## src/rtl/rng_pkg.sv

```systemverilog
// Shared types and seed helpers for the rng8 controller; purely declarative, no latency.
// The seed sanitiser is combinational and has no flow control.
package rng_pkg;

   typedef enum logic [1:0] {
      ST_LOAD   = 2'd0,
      ST_WARMUP = 2'd1,
      ST_SERVE  = 2'd2
   } rng_state_t;

   // rng1 locks up on all-zero; rng2 gets ~seed and so locks up on all-ones
   localparam logic [31:0] SEED_ILLEGAL_ZERO = 32'h0000_0000;
   localparam logic [31:0] SEED_ILLEGAL_ONES = 32'hFFFF_FFFF;

   function automatic logic [31:0] sanitize_seed(input logic [31:0] seed,
                                                 input logic [31:0] fallback);
      if (seed == SEED_ILLEGAL_ZERO || seed == SEED_ILLEGAL_ONES) begin
         return fallback;
      end
      return seed;
   endfunction

endpackage

```

## src/rtl/rr_arbiter.sv

```systemverilog
// Combinational round-robin pick: first set req bit at or above ptr, wrapping; zero latency.
// No flow control; any is low when nothing requests.
module rr_arbiter #(
   parameter int N = 4
) (
   input  logic [N-1:0]         req,
   input  logic [$clog2(N)-1:0] ptr,
   output logic                 any,
   output logic [$clog2(N)-1:0] winner
);

   localparam int IW = $clog2(N);
   localparam logic [IW:0] N_L = (IW + 1)'(N);

   logic [N-1:0] rot;
   logic [IW:0]  sum;

   always_comb begin
      rot    = N'({req, req} >> ptr);
      any    = |req;
      winner = '0;
      sum    = '0;
      // descending scan so the lowest rotated offset is the one that sticks
      for (int i = N - 1; i >= 0; i--) begin
         if (rot[i]) begin
            sum    = {1'b0, ptr} + (IW + 1)'(i);
            winner = (sum >= N_L) ? IW'(sum - N_L) : IW'(sum);
         end
      end
   end

endmodule

```

## src/rtl/rng_sched.sv

```systemverilog
// Loads/warms the rng8 LFSR pair and round-robins its {rnd1,rnd2} sample over N_REQ requesters.
// Grant one cycle after req is sampled; no backpressure, a reseed blocks grants until warm-up ends.
module rng_sched
   import rng_pkg::*;
#(
   parameter int          N_REQ        = 4,
   parameter int          WARMUP       = 8,
   parameter logic [31:0] SEED_DEFAULT = 32'hACE1_2468
) (
   input  logic                     clk,
   input  logic                     reset,
   input  logic [31:0]              seed_in,
   input  logic                     reseed_req,
   output logic                     reseed_busy,
   output logic [31:0]              rng_seed,
   output logic                     rng_reset,
   input  logic [7:0]               rnd1,
   input  logic [7:0]               rnd2,
   input  logic [N_REQ-1:0]         req,
   output logic [N_REQ-1:0]         gnt,
   output logic                     rsp_valid,
   output logic [$clog2(N_REQ)-1:0] rsp_id,
   output logic [15:0]              rsp_data
);

   localparam int IW = $clog2(N_REQ);
   localparam int CW = (WARMUP > 1) ? $clog2(WARMUP) : 1;

   rng_state_t    state, state_next;
   logic [CW-1:0] cnt, cnt_next;
   logic [IW-1:0] ptr, winner, ptr_next;
   logic          any, issue;

   rr_arbiter #(.N(N_REQ)) u_arb (
      .req    (req),
      .ptr    (ptr),
      .any    (any),
      .winner (winner)
   );

   always_ff @(posedge clk or negedge reset) begin
      if (!reset) begin
         state <= ST_LOAD;
         cnt   <= '0;
      end else begin
         state <= state_next;
         cnt   <= cnt_next;
      end
   end

   always_comb begin
      state_next  = state;
      cnt_next    = cnt;
      rng_reset   = 1'b0;
      reseed_busy = 1'b1;
      issue       = 1'b0;
      case (state)
         ST_LOAD: begin
            rng_reset  = 1'b1;
            state_next = ST_WARMUP;
            cnt_next   = CW'(WARMUP - 1);
         end
         ST_WARMUP: begin
            if (cnt == '0) state_next = ST_SERVE;
            else           cnt_next   = cnt - CW'(1);
         end
         ST_SERVE: begin
            reseed_busy = 1'b0;
            issue       = any;
         end
         default: state_next = ST_LOAD;
      endcase
      // a reseed wins over both the warm-up sequence and arbitration
      if (reseed_req) begin
         state_next = ST_LOAD;
         issue      = 1'b0;
      end
   end

   always_ff @(posedge clk or negedge reset) begin
      if (!reset)          rng_seed <= SEED_DEFAULT;
      else if (reseed_req) rng_seed <= sanitize_seed(seed_in, SEED_DEFAULT);
   end

   assign ptr_next = (winner == IW'(N_REQ - 1)) ? '0 : winner + IW'(1);

   always_ff @(posedge clk or negedge reset) begin
      if (!reset) begin
         ptr       <= '0;
         gnt       <= '0;
         rsp_valid <= 1'b0;
         rsp_id    <= '0;
         rsp_data  <= '0;
      end else if (issue) begin
         ptr       <= ptr_next;
         gnt       <= {{(N_REQ - 1){1'b0}}, 1'b1} << winner;
         rsp_valid <= 1'b1;
         rsp_id    <= winner;
         rsp_data  <= {rnd1, rnd2};
      end else begin
         gnt       <= '0;
         rsp_valid <= 1'b0;
         rsp_id    <= '0;
         rsp_data  <= '0;
      end
   end

endmodule

```

## config.mk

```make
export PLATFORM = sky130hd
export DESIGN_NAME = rng_sched
export DESIGN_NICKNAME = d
export VERILOG_FILES = /design/src/rtl/rng_pkg.sv /design/src/rtl/rr_arbiter.sv /design/src/rtl/rng_sched.sv
export SDC_FILE = /design/constraint.sdc
export NUM_CORES = 1
export LEC_CHECK = 0
export ABC_AREA = 1
export CORE_UTILIZATION = 30
export CTS_CLUSTER_SIZE = 40
export DETAILED_ROUTE_END_ITERATION = 6
export SYNTH_ARGS = -nofsm -noshare
export SYNTH_HDL_FRONTEND = slang
export SYNTH_HIERARCHICAL = 1
export SYNTH_SLANG_ARGS = --single-unit
```

## constraint.sdc

```tcl
create_clock -name clk -period 1.7 [get_ports clk]
set_clock_uncertainty 0.1 [all_clocks]
set_input_delay 0.34 -clock clk [delete_from_list [all_inputs] [get_ports clk]]
set_output_delay 0.34 -clock clk [all_outputs]
set_load 0.05 [all_outputs]
```

==> qor.csv <==
metric,value,unit
routed-via-count,2997,
vdd.ir_drop.worst,0.382,mV
critical_path.reg2reg.endpoint,ptr[1]$_DFFE_PN0P_,
layout.cells.non_filler,707,
global_route_wire_length_before_repair,14100,µm
fillCellCount,1046,
wirelength,8410,µm
post_route_setup_tns,-421,ps
finalCriticalPeriod,1830,ps
cp_slowest_cell,dfrtp_2,
synth_compound_area_frac,0.00944,
floorplan.die.height,107,µm
standby_leakage_power,2.72,nW
rsz_0062_raised_after_global_routing,yes,
post-route-period-util,1.07,
crit_path_cell_trace,"o21ai_2, nand2_1, nand2_2, nand2_1, nand2_1, inv_1, nand2_1, nand2_2, inv_2, ha_4, nand2_2, nand2_1",
layout_commonest_cell,nand2_1,
num_io_pins,112,
postSynthNetCount,484,
placementRows,38,
first_iter_violations,81,
final_layout_size_suffix_gt1_frac,0.325,
main_combinational_cell_family_by_area_after_synthesis,simple AND/OR/NAND/NOR gates,
die_w,107,µm
cp_data_required_time,1830,ps
report.final.setup_viol,8,
place_inst,687,
synth_area,3310,µm²
via_count_of_the_first_global_routing_pass,2989,
flops_latches_synth,62,
utilization,0.482,
tritoncts,built,
finish.net_count,623,
arr_time_crit_path,1960,ps
first_pass_iteration_count_of_the_detailed_router,5,
cts.root.buffer_cell,clkbuf_8,
min_from,rng_seed[30]$_DFFE_PN0P_,
maxSlewViolCount,0,
mostFrequentLayoutCells,"120 x nand2_1, 62 x inv_1, 60 x nor2_1, 60 x buf_4, 52 x clkdlybuf4s50_1",
max_cap_viol_count,0,
start_util,0.307,
path_common_cell,nand2_1,
yosys.area_share.xor_xnor,0.00264,
maxClockFrequency,547,MHz
final_critical_path_setup_slack,-127,ps
outcome,finished with violations,
yosysWarnings,6,
grt.overflow.total,0,
powerDensity,821,nW/µm²
gpl.final_weighted_congestion,0.806,
critPathKind,reg2reg,
critPathLaunchType,flip-flop,
power_total,4.28,mW
drc_errors,0,
postSynthAreaPerCell,7.84,µm²
clk_transition_reported_paths,70,ps
min_delay_worst_endpoint,rng_seed[30]$_DFFE_PN0P_,
cts_sinks,62,
flip_flop_cell_with_the_highest_count_after_synthesis,dfrtp_1,
path_max_fanout,8,
synth.lib_cells_used.distinct,31,
grt_max_degree,63,
wire_per_inst,11.9,µm
detail-route-antenna-nets,0,
regToRegSetupSlack,-130,ps
hpwlAfterDp,6180,µm
worst_max_slew_pin_slew,342,ps
io_buffers,111,
detail_route.vias_per_cell,4.24,
antenna-diode-count,0,
r2r.worst_path.cells,12,
cp_slowest_stage_delay,500,ps
min_path_cells,2,
failed_checks,negative setup slack,
async_reset_ff_frac,1.00,
post_synth_edffs,0,
rr_startpoint,ptr[0]$_DFFE_PN0P_,
max-slew-margin-rel,0.772,
synthAdderAreaFrac,0.0227,
tritoncts_buffer_count,9,
clock_latency,340,ps
timing.hold.worst.class,reg2reg,
clock_path_buffers,2,
muxShareOfSynthArea,0,
layout-area-overhead-vs-synth,57.0,%
hold_violations,0,
crit_path_end_kind,flip-flop,
initial_antenna_violation_count,0,
syn_inst,423,
core,10800,µm²
synth.yosys.seq_area_share,0.473,
die-area,11500,µm²
ctsHtreeMaxLevel,3,
globalRouteTotalUtil,0.158,
synth_simple_gate_area_frac,0.371,
[cell usage after synthesis (all sizes together) (2+ instances only)]
library cell | n | area, µm²
nand3b | 20 | 150
dfrtp | 49 | 1230
and2 | 2 | 12.5
buf | 9 | 82.6
dfstp | 13 | 342
clkbuf | 6 | 32.5
inv | 72 | 273
nand2 | 133 | 522
nand4 | 2 | 12.5
o21ai | 3 | 18.8
or2 | 14 | 87.6
nand3 | 22 | 180
nor2 | 67 | 262
ha | 6 | 75.1
[worst max path at each step]
stage | from | end | slack [ps] | cells past startpoint
6_report | ptr[0]$_DFFE_PN0P_ | ptr[1]$_DFFE_PN0P_ | -130 | 12
5_1_grt | req[1] | ptr[1]$_DFFE_PN0P_ | -180 | 13
4_1_cts | ptr[0]$_DFFE_PN0P_ | ptr[0]$_DFFE_PN0P_ | -50 | 12
3_5_place_dp | req[3] | ptr[1]$_DFFE_PN0P_ | -480 | 13
3_3_place_gp | req[0] | ptr[1]$_DFFE_PN0P_ | -400 | 13
2_1_floorplan | ptr[0]$_DFFE_PN0P_ | ptr[1]$_DFFE_PN0P_ | 20 | 12
[metrics by stage]
stage / area [µm²] / setup WS [ps] / hold slack, ps
finish: 5200 / -127 / 383
global route: 5200 / -176 / 394
CTS: 5160 / -50.1 / 386
detailed placement: 4910 / -477 / 278
global placement: 4910 / -398 / 273
floorplan: 3310 / 20.3 / -55.6
[where the power goes]
group	internal (mW)	leakage, nW	switching [mW]
registers	1.60	0.772	0.0883
clock network	0.754	0.0976	0.608
logic	0.564	1.85	0.665
[cell type report]
| cell class | count | area, µm² | area share |
|---|---|---|---|
| clock inverter | 5 | 57.6 | 0.0111 |
| clock buffer | 11 | 151 | 0.0291 |
| timing repair buffer | 144 | 1580 | 0.303 |
| inverter | 72 | 273 | 0.0524 |
| multi-input combinational | 273 | 1400 | 0.270 |
| tap | 140 | 175 | 0.0337 |
| sequential | 62 | 1570 | 0.301 |
[routing by layer]
| metal | global-route usage | share of wire |
|---|---|---|
| met4 | 0.0460 | 0.013 |
| met3 | 0.0596 | 0.083 |
| met5 | 0 | 0 |
| met2 | 0.261 | 0.47 |
| met1 | 0.191 | 0.43 |
[worst max-delay path, delay by kind of cell (launching register included)]
family / cells / cell delay (ps)
AO/OA/AOI/OAI: 1 / 180
flip-flops: 1 / 500
buffers and inverters: 2 / 130
AND/OR/NAND/NOR: 8 / 610
adder cells (fa/ha/maj): 1 / 200
[kinds of logic after synthesis]
logic type | after synthesis
adders and majority gates | 6
and+or+nand+nor | 261
AOI/OAI and AO/OA | 5
buffers and inverters | 88
xor gates and xnor gates | 1
DFF | 62
[registers in the layout, indices dropped and copies added, names as in the netlist]
register / count
cnt: 3
gnt: 4
ptr: 2
rng_seed: 32
rsp_data: 16
rsp_id: 2
rsp_valid: 1
state: 2
[timing repair]
item                       4_1_cts  5_1_grt
hold buffers                     1        0
pin swaps                        5        7
resized for setup               11        9
hold endpoints to repair        49        0
setup endpoints to repair        8        9
setup buffers                    2        1
Power figures use the tool's default switching activity.
